### config.mk
export PLATFORM = sky130hd
export DESIGN_NAME = instruction_fetch
export DESIGN_NICKNAME = d
export VERILOG_FILES = /design/src/rtl/fetch_pkg.sv /design/src/rtl/fetch_timer.sv /design/src/rtl/instruction_fetch.sv
export SDC_FILE = /design/constraint.sdc
export NUM_CORES = 1
export LEC_CHECK = 0
export CORE_MARGIN = 4
export CORE_UTILIZATION = 43
export CTS_CLUSTER_SIZE = 14
export DETAILED_ROUTE_END_ITERATION = 8
export PLACE_DENSITY = 0.8
export SYNTH_ARGS = -nofsm -noshare
export SYNTH_HDL_FRONTEND = slang
export SYNTH_SLANG_ARGS = --single-unit
### constraint.sdc
create_clock -name clk -period 2.5 [get_ports clk]
set_input_delay 0.375 -clock clk [delete_from_list [all_inputs] [get_ports clk]]
set_output_delay 0.375 -clock clk [all_outputs]
set_load 0.05 [all_outputs]
### src/rtl/fetch_pkg.sv
// Shared state encoding and defaults for the instruction fetch controller.
// Latency: none (declarations only).
// Backpressure: none (declarations only).
package fetch_pkg;

    localparam logic [2:0] ST_IDLE  = 3'd0;
    localparam logic [2:0] ST_REQ   = 3'd1;
    localparam logic [2:0] ST_WAIT  = 3'd2;
    localparam logic [2:0] ST_HOLD  = 3'd3;
    localparam logic [2:0] ST_DRAIN = 3'd4;
    localparam logic [2:0] ST_ERR   = 3'd5;

    typedef enum logic [2:0] {
        S_IDLE  = ST_IDLE,
        S_REQ   = ST_REQ,
        S_WAIT  = ST_WAIT,
        S_HOLD  = ST_HOLD,
        S_DRAIN = ST_DRAIN,
        S_ERR   = ST_ERR
    } fetch_state_e;

    // Longest wait for a memory response before the read is declared hung.
    localparam int unsigned WAIT_MAX_DEF = 15;

    // Bits needed to hold 0..max_cycles inclusive.
    function automatic int unsigned timer_w(input int unsigned max_cycles);
        return (max_cycles < 1) ? 1 : $clog2(max_cycles + 1);
    endfunction

endpackage

### src/rtl/fetch_timer.sv
// Saturating wait counter shared by the WAIT and DRAIN states; flags expiry at WAIT_MAX.
// Latency: expired_o is combinational on the count, asserted in the cycle whose increment reaches WAIT_MAX.
// Backpressure: none; counts whenever enabled, clear has priority over counting.
module fetch_timer
    import fetch_pkg::*;
#(
    parameter int unsigned WAIT_MAX = WAIT_MAX_DEF
) (
    input  logic clk,
    input  logic rst_n,
    input  logic clr_i,
    input  logic en_i,
    output logic expired_o
);

    localparam int unsigned   TW     = timer_w(WAIT_MAX);
    localparam logic [TW-1:0] MAX_C  = TW'(WAIT_MAX);
    localparam logic [TW-1:0] LAST_C = TW'(WAIT_MAX - 1);

    logic [TW-1:0] cnt_q;
    logic [TW-1:0] cnt_d;

    // Next count: clear wins, otherwise step up and stick at WAIT_MAX.
    always_comb begin
        cnt_d = cnt_q;
        if (clr_i) begin
            cnt_d = '0;
        end else if (en_i && (cnt_q != MAX_C)) begin
            cnt_d = cnt_q + 1'b1;
        end
    end

    // Count register.
    always_ff @(posedge clk or negedge rst_n) begin
        if (!rst_n) begin
            cnt_q <= '0;
        end else begin
            cnt_q <= cnt_d;
        end
    end

    // The cycle that would carry the count to WAIT_MAX is the last one allowed.
    assign expired_o = en_i && (cnt_q >= LAST_C);

endmodule

### src/rtl/instruction_fetch.sv
// Fetch controller: reads one instruction per PC from memory and hands it downstream; optional FETCH_COUNT_EN adds a fetch counter.
// Latency: REQ, WAIT (>=1 cycle), HOLD -> 3 cycles per word with a 1-cycle memory and instr_ready held high.
// Backpressure: instr_valid/instr_ready; the word is held stable and no new read issues until accepted or flushed.
module instruction_fetch
    import fetch_pkg::*;
#(
    parameter int unsigned ADDR_W   = 16,
    parameter int unsigned DATA_W   = 16,
    parameter int unsigned WAIT_MAX = WAIT_MAX_DEF
) (
    input  logic              clk,
    input  logic              reset,
    input  logic              enable,
    input  logic              flush,
    input  logic [ADDR_W-1:0] PC,
    output logic              PCe,
    output logic [ADDR_W-1:0] mem_addr,
    output logic              mem_rd,
    input  logic [DATA_W-1:0] mem_rdata,
    input  logic              mem_valid,
    output logic [DATA_W-1:0] instr,
    output logic              instr_valid,
    input  logic              instr_ready,
    output logic              fetch_error
`ifdef FETCH_COUNT_EN
    ,
    output logic [15:0]       fetch_count
`endif
);

    fetch_state_e      state_q, state_d;
    logic [ADDR_W-1:0] addr_q, addr_d;
    logic [DATA_W-1:0] instr_q, instr_d;
    logic              rd_q, rd_d;
    logic              pce_q, pce_d;
    logic              valid_q, valid_d;
    logic              err_q, err_d;
    logic              tmr_en;
    logic              tmr_clr;
    logic              tmr_expired;

    // One timer serves both the response wait and the stale-response drain;
    // it restarts from zero on every state change.
    assign tmr_en  = (state_q == S_WAIT) || (state_q == S_DRAIN);
    assign tmr_clr = !tmr_en || (state_d != state_q);

    fetch_timer #(
        .WAIT_MAX (WAIT_MAX)
    ) u_timer (
        .clk       (clk),
        .rst_n     (reset),
        .clr_i     (tmr_clr),
        .en_i      (tmr_en),
        .expired_o (tmr_expired)
    );

    // Next state and next registered outputs; flush dominates every transition.
    always_comb begin
        state_d = state_q;
        case (state_q)
            S_IDLE: begin
                if (flush)       state_d = S_IDLE;
                else if (enable) state_d = S_REQ;
            end
            S_REQ: begin
                state_d = flush ? S_DRAIN : S_WAIT;
            end
            S_WAIT: begin
                // A response landing with the flush is consumed here, so no drain is needed.
                if (flush)            state_d = mem_valid ? S_IDLE : S_DRAIN;
                else if (mem_valid)   state_d = S_HOLD;
                else if (tmr_expired) state_d = S_ERR;
            end
            S_HOLD: begin
                if (flush)            state_d = S_IDLE;
                else if (instr_ready) state_d = enable ? S_REQ : S_IDLE;
            end
            S_DRAIN: begin
                if (flush || mem_valid || tmr_expired) state_d = S_IDLE;
            end
            S_ERR: begin
                if (flush) state_d = S_IDLE;
            end
            default: state_d = S_IDLE;
        endcase

        addr_d  = (state_q == S_REQ) ? PC : addr_q;
        instr_d = ((state_q == S_WAIT) && mem_valid && !flush) ? mem_rdata : instr_q;
        rd_d    = (state_d == S_REQ);
        pce_d   = (state_d == S_HOLD) && (state_q != S_HOLD);
        valid_d = (state_d == S_HOLD);
        err_d   = (state_d == S_ERR);
    end

    // State register.
    always_ff @(posedge clk or negedge reset) begin
        if (!reset) begin
            state_q <= S_IDLE;
        end else begin
            state_q <= state_d;
        end
    end

    // Registered outputs and the captured request address.
    always_ff @(posedge clk or negedge reset) begin
        if (!reset) begin
            addr_q  <= '0;
            instr_q <= '0;
            rd_q    <= 1'b0;
            pce_q   <= 1'b0;
            valid_q <= 1'b0;
            err_q   <= 1'b0;
        end else begin
            addr_q  <= addr_d;
            instr_q <= instr_d;
            rd_q    <= rd_d;
            pce_q   <= pce_d;
            valid_q <= valid_d;
            err_q   <= err_d;
        end
    end

    // Live PC during the request cycle so the read goes out the same cycle REQ is entered.
    assign mem_addr    = (state_q == S_REQ) ? PC : addr_q;
    assign mem_rd      = rd_q;
    assign PCe         = pce_q;
    assign instr       = instr_q;
    assign instr_valid = valid_q;
    assign fetch_error = err_q;

`ifdef FETCH_COUNT_EN
    logic [15:0] fcnt_q;

    // Counts PC increments; wraps naturally and survives flush.
    always_ff @(posedge clk or negedge reset) begin
        if (!reset) begin
            fcnt_q <= '0;
        end else if (pce_q) begin
            fcnt_q <= fcnt_q + 16'd1;
        end
    end

    assign fetch_count = fcnt_q;
`endif

endmodule

==> run metrics, run 1 <==
worst slew pin tran=0.946 ns; post-synth cell types=31; # Max-Cap Violations=0; Post-CTS Setup Repair Bufs=0; Critical path origin=state_q[0]$_DFF_PN0_; dpl ws=0.104 ns; drt drc=0; final hold vios=0; final worst slack=0.158 ns; crit path capture type=output port; Fill cells=285; CTS Buf Count=5; vias per cell=5.19; cts hold-fix bufs=0; Worst R2R Start=u_timer.cnt_q[0]$_DFFE_PN0P_; Pwr Density=1430 nW/um^2; die area=5370 um^2; critical path startpoint category=register; num rows=23; vias in the first global route=1446; Starting Density=45.2%; r2r worst-path depth=7; Die H=73.3 um; first-pass GRT wire length=7180 um; # placed instances=251; wire per inst=17.6 um; min cycle time layout=2.34 ns; Layout Nets=248; # IOs=74; width of the die=73.3 um; grt ovf=0; Post-DP HPWL=3510 um; CTS tree=yes; IO buf count=73; Clk Latency, worst-skew pair=0.29 ns; critical path data required time=2.12 ns; Pwr Total=3.81 mW; H-tree depth=2; Root Buffer=clkbuf_8; static leakage=1.22 nW; Rel. slew slack=36.9%; initial antenna violation count=0; diode count=0; crit path kind=reg2out; Max Clk Rate=0.427 GHz; CTS max path bufs=2; GRT Total Usage=17.8%; cts repair resizes=0; Hold WC Path Type=in2async; Netlist Area Pre-Place=1830 um^2; Routed WL=4550 um; Area growth syn-to-layout=45.7%; yosys warns=0; worst path arrival time=1.97 ns; Mapped Nets=170; outcome=finished, final reports clean; unrepaired setup endpoints after global routing=no; Final period util=93.7%; layout cells sized above 1=28.8%; worst-path maximum fanout=16; clk sinks=43; Cell Count, Final, Fillers Out=258; TNS Setup=0 ns; post-route ant nets=0; Starting DRT DRC Count=50; Mapped Cells=130; largest net degree at the start of global routing=44; clk_skew=0.00449 ns; post-synthesis sequential area ratio=58.7%; Placed Area=2570 um^2; final instance area=2670 um^2; syn avg cell area=14.1 um^2; Vias=1338; Final Max Slew Viols=0; TritonRoute pass-1 iters=4; Peak supply drop=0.572 mV; core area=4060 um^2; routability cong.=0.978; clock-pin slew on the worst setup and hold paths=0.08 ns; FF+latch count, synth=43; Setup-failing EPs final=0
power breakdown:
part	internal [mW]	switching [mW]
Clock	0.293	0.213
Combinational	0.780	1.40
Sequential	0.978	0.148
Total	2.05	1.76
flip-flops by register name (all words and copies together) (netlist names):
name           count
addr_q            16
u_timer.cnt_q      4
PCe                1
instr_valid        1
mem_rd             1
state_q            3
fetch_error        1
instr             16
layout make-up:
cell class              count  area [um^2]  area share (%)
clock inverters             1         30.0            1.12
repair buffers             74          693            26.0
clock buffers               6         72.6            2.72
well taps                  50         62.6            2.34
flip-flops and latches     43         1080            40.3
inverters                   6         22.5           0.843
multi-input cells          78          713            26.7
cell usage after synthesis:
| master | n | area, um^2 |
|---|---|---|
| buf_2 | 2 | 10.0 |
| and3_1 | 2 | 12.5 |
| o211ai_1 | 3 | 22.5 |
| mux2_4 | 9 | 135 |
| o31ai_1 | 1 | 7.51 |
| nand2_1 | 5 | 18.8 |
| o21ai_0 | 1 | 5.00 |
| or4_1 | 1 | 7.51 |
| dfrtp_1 | 43 | 1080 |
| nor3_2 | 1 | 10.0 |
| nor2_4 | 1 | 11.3 |
| nor2b_1 | 2 | 12.5 |
| xnor2_1 | 1 | 8.76 |
| mux2_2 | 23 | 259 |
| o211a_4 | 1 | 17.5 |
| or2b_1 | 1 | 7.51 |
| a31oi_1 | 2 | 12.5 |
| and2_1 | 1 | 6.26 |
| o211ai_4 | 1 | 21.3 |
| nor2_1 | 8 | 30.0 |
| nand3_1 | 3 | 15.0 |
| a32oi_1 | 2 | 17.5 |
| nor3b_1 | 1 | 7.51 |
| inv_1 | 6 | 22.5 |
| nand2b_1 | 1 | 6.26 |
| a211oi_1 | 1 | 7.51 |
| buf_6 | 1 | 11.3 |
| nor3_1 | 2 | 10.0 |
| ha_1 | 2 | 25.0 |
| a22oi_1 | 1 | 7.51 |
| a2111o_1 | 1 | 11.3 |
layer usage:
layer  wire [um]  vias up  share of wire, %  global-route usage (%)
li1            -      620                 -                       -
met1        1640      645                36                    19.5
met2        2470       67                54                    32.9
met3         397        6               8.7                    5.34
met4          46        0               1.0                    5.63
met5           0        -                 0                       0
worst paths after layout:
kind | endpoint | slack, ns
worst max-delay path | mem_addr[1] | 0.16
worst min-delay path | addr_q[0]$_DFF_PN0_ | 0.23
worst max register to register | instr[15]$_DFFE_PN0P_ | 0.20
worst min register to register | addr_q[7]$_DFF_PN0_ | 0.51
max in group asynchronous | instr[4]$_DFFE_PN0P_ | 1.68
min in group clk | addr_q[7]$_DFF_PN0_ | 0.51
worst max-delay path, stage by stage (launching register included):
cell	delay (ns)
dfrtp_1	0.46
inv_1	0.18
nor3_2	0.18
buf_4	0.26
mux2_2	0.39
buf_4	0.20
through the flow:
| step | utilization [%] | hold slack [ns] |
|---|---|---|
| CTS | 65.8 | 0.247 |
| global route | 65.8 | 0.317 |
| global placement | 63.3 | 0.482 |
| detailed placement | 63.3 | 0.491 |
| floorplan | - | 0.0794 |
| finish | 65.8 | 0.227 |
cell families (layout without fill, tap and decap cells):
group	Yosys count	count (layout)	share of synthesized area, %
flops	43	43	58.7
compound gates	14	14	7.10
xor+xnor	1	1	0.478
buf+inv	9	87	2.39
simple gates	29	29	8.46
fa+ha+maj	2	2	1.36
mux	32	32	21.5
cells in the final DEF (no fill, tap or decap), types with 2 or more instances in the layout:
cell / count
ha_1: 2
nor3_1: 2
dfrtp_1: 43
nor2b_1: 2
clkdlybuf4s50_1: 56
mux2_4: 9
nand3_1: 3
a32oi_1: 2
a31oi_1: 2
inv_1: 6
nand2_1: 5
mux2_2: 23
buf_4: 17
clkbuf_8: 5
o211ai_1: 3
nor2_1: 8
and3_1: 2
No activity file was read; power rests on OpenSTA's default activity.
==> inputs of run 2 (changes only) <==
--- a/config.mk
+++ b/config.mk
@@ -10,6 +10,7 @@
 export CTS_CLUSTER_SIZE = 14
 export DETAILED_ROUTE_END_ITERATION = 8
 export PLACE_DENSITY = 0.8
+export SETUP_SLACK_MARGIN = 0.5
 export SYNTH_ARGS = -nofsm -noshare
 export SYNTH_HDL_FRONTEND = slang
 export SYNTH_SLANG_ARGS = --single-unit
==> run metrics, run 2 (synthesized netlist as in run 1, its figures left out) <==
H-tree depth=2; critical path data required time=2.68 ns; drt drc=0; critical path startpoint category=register; outcome=finished, final reports clean; GRT Total Usage=19.4%; FF+latch area=1080 um^2; Final Max Slew Viols=0; TNS Setup=0 ns; CP bufs+invs=1; CP cell instances=ha_4 -> o211a_4 -> a2111o_1 -> nor2_4 -> o211ai_4 -> buf_12 -> mux2_4; diode count=0; clk sinks=43; layout cells sized above 1=40.2%; wire per inst=18.9 um; vias per cell=5.33; largest net degree at the start of global routing=44; dpl ws=0.117 ns; Clk Latency, worst-skew pair=0.30 ns; crit path capture type=register; Area growth syn-to-layout=66.8%; worst path arrival time=2.26 ns; clk_skew=0.00946 ns; r2r worst-path depth=7; Rel. slew slack=36.5%; highest-count cells in the layout ignoring fill and taps=clkdlybuf4s50_1, dfrtp_1, mux2_4; Pwr Density=1440 nW/um^2; CP top delay family=compound AO/OA/AOI/OAI gates; static leakage=1.42 nW; grt ovf=0; crit-path max cell delay=0.43 ns; Vias=1488; clock-pin slew on the worst setup and hold paths=0.08 ns; final hold vios=0; Starting DRT DRC Count=61; worst slew pin tran=0.952 ns; Peak supply drop=0.641 mV; num rows=23; first-pass GRT wire length=7850 um; min cycle time layout=2.08 ns; IO buf count=73; initial antenna violation count=0; CTS Buf Count=5; die area=5370 um^2; final worst slack=0.420 ns; TritonRoute pass-1 iters=4; Hold WC Path Type=in2async; unrepaired setup endpoints after global routing=yes; # Max-Cap Violations=0; Max Clk Rate=0.481 GHz; crit path kind=reg2reg; Routed WL=5270 um; Fill cells=237; worst-path maximum fanout=11; # IOs=74; vias in the first global route=1565; commonest non-fill, non-tap cell in the layout=clkdlybuf4s50_1; CTS tree=yes; Setup-failing EPs final=0; Starting Density=45.2%; hold_ws=0.226 ns; routability cong.=0.954; Post-DP HPWL=3370 um; CTS max path bufs=2; multi-input logic area=817 um^2; Util after Layout=75.3%; width of the die=73.3 um; post-route ant nets=0; Die H=73.3 um; Final period util=83.2%; Root Buffer=clkbuf_8; cts hold-fix bufs=0; Layout Nets=268; Worst path depth=7; CP max-delay cell=dfrtp_2; core area=4060 um^2
-- run 2: path summary, 6_finish.rpt --
path	startpoint	to	slack, ns
max	u_timer.cnt_q[1]$_DFFE_PN0P_	instr[4]$_DFFE_PN0P_	0.42
min	reset	PCe$_DFF_PN0_	0.23
max reg2reg	u_timer.cnt_q[1]$_DFFE_PN0P_	instr[4]$_DFFE_PN0P_	0.42
min reg2reg	addr_q[0]$_DFF_PN0_	addr_q[0]$_DFF_PN0_	0.51
max in group asynchronous	reset	state_q[2]$_DFF_PN0_	1.61
min in group clk	addr_q[0]$_DFF_PN0_	addr_q[0]$_DFF_PN0_	0.51
-- run 2: worst register-to-register path: stages, from the launching register on --
cell,delay [ns]
dfrtp_2,0.43
ha_4,0.16
o211a_4,0.25
a2111o_1,0.43
nor2_4,0.14
o211ai_4,0.10
buf_12,0.18
mux2_4,0.30
-- run 2: timing repair --
action	CTS	global route
pin swaps	2	2
setup buffers	14	5
gates resized for setup	43	8
endpoints found under the setup margin	36	35
gates cloned	1	0
-- run 2: area by class of cell --
cell class | instances | area share, %
clock inverters | 2 | 1.96
inverters | 6 | 0.819
clock buffers | 6 | 2.37
flip-flops and latches | 43 | 35.4
repair buffers | 94 | 30.7
well taps | 50 | 2.05
multi-input cells | 78 | 26.7
-- run 2: metrics by stage --
step | std cells | instance area, um^2 | power [mW]
2_1_floorplan | 130 | 1840 | 2.62
3_5_place_dp | 251 | 2580 | 3.32
5_1_grt | 279 | 3060 | 4.55
6_report | 279 | 3060 | 4.39
3_3_place_gp | 251 | 2580 | 3.25
4_1_cts | 274 | 2980 | 4.31
-- run 2: metal layers --
layer	GRT usage, %	up-vias	part of all wire [%]
li1	-	653	-
met1	21.7	745	37
met2	34.1	75	54
met3	5.34	15	6.1
met4	8.85	0	2.9
met5	0	-	0
-- run 2: report_power, final --
part	leakage, nW	switching [mW]	internal (mW)
registers	0.528	0.132	0.980
clock network	0.0654	0.228	0.399
logic	0.827	1.53	1.12
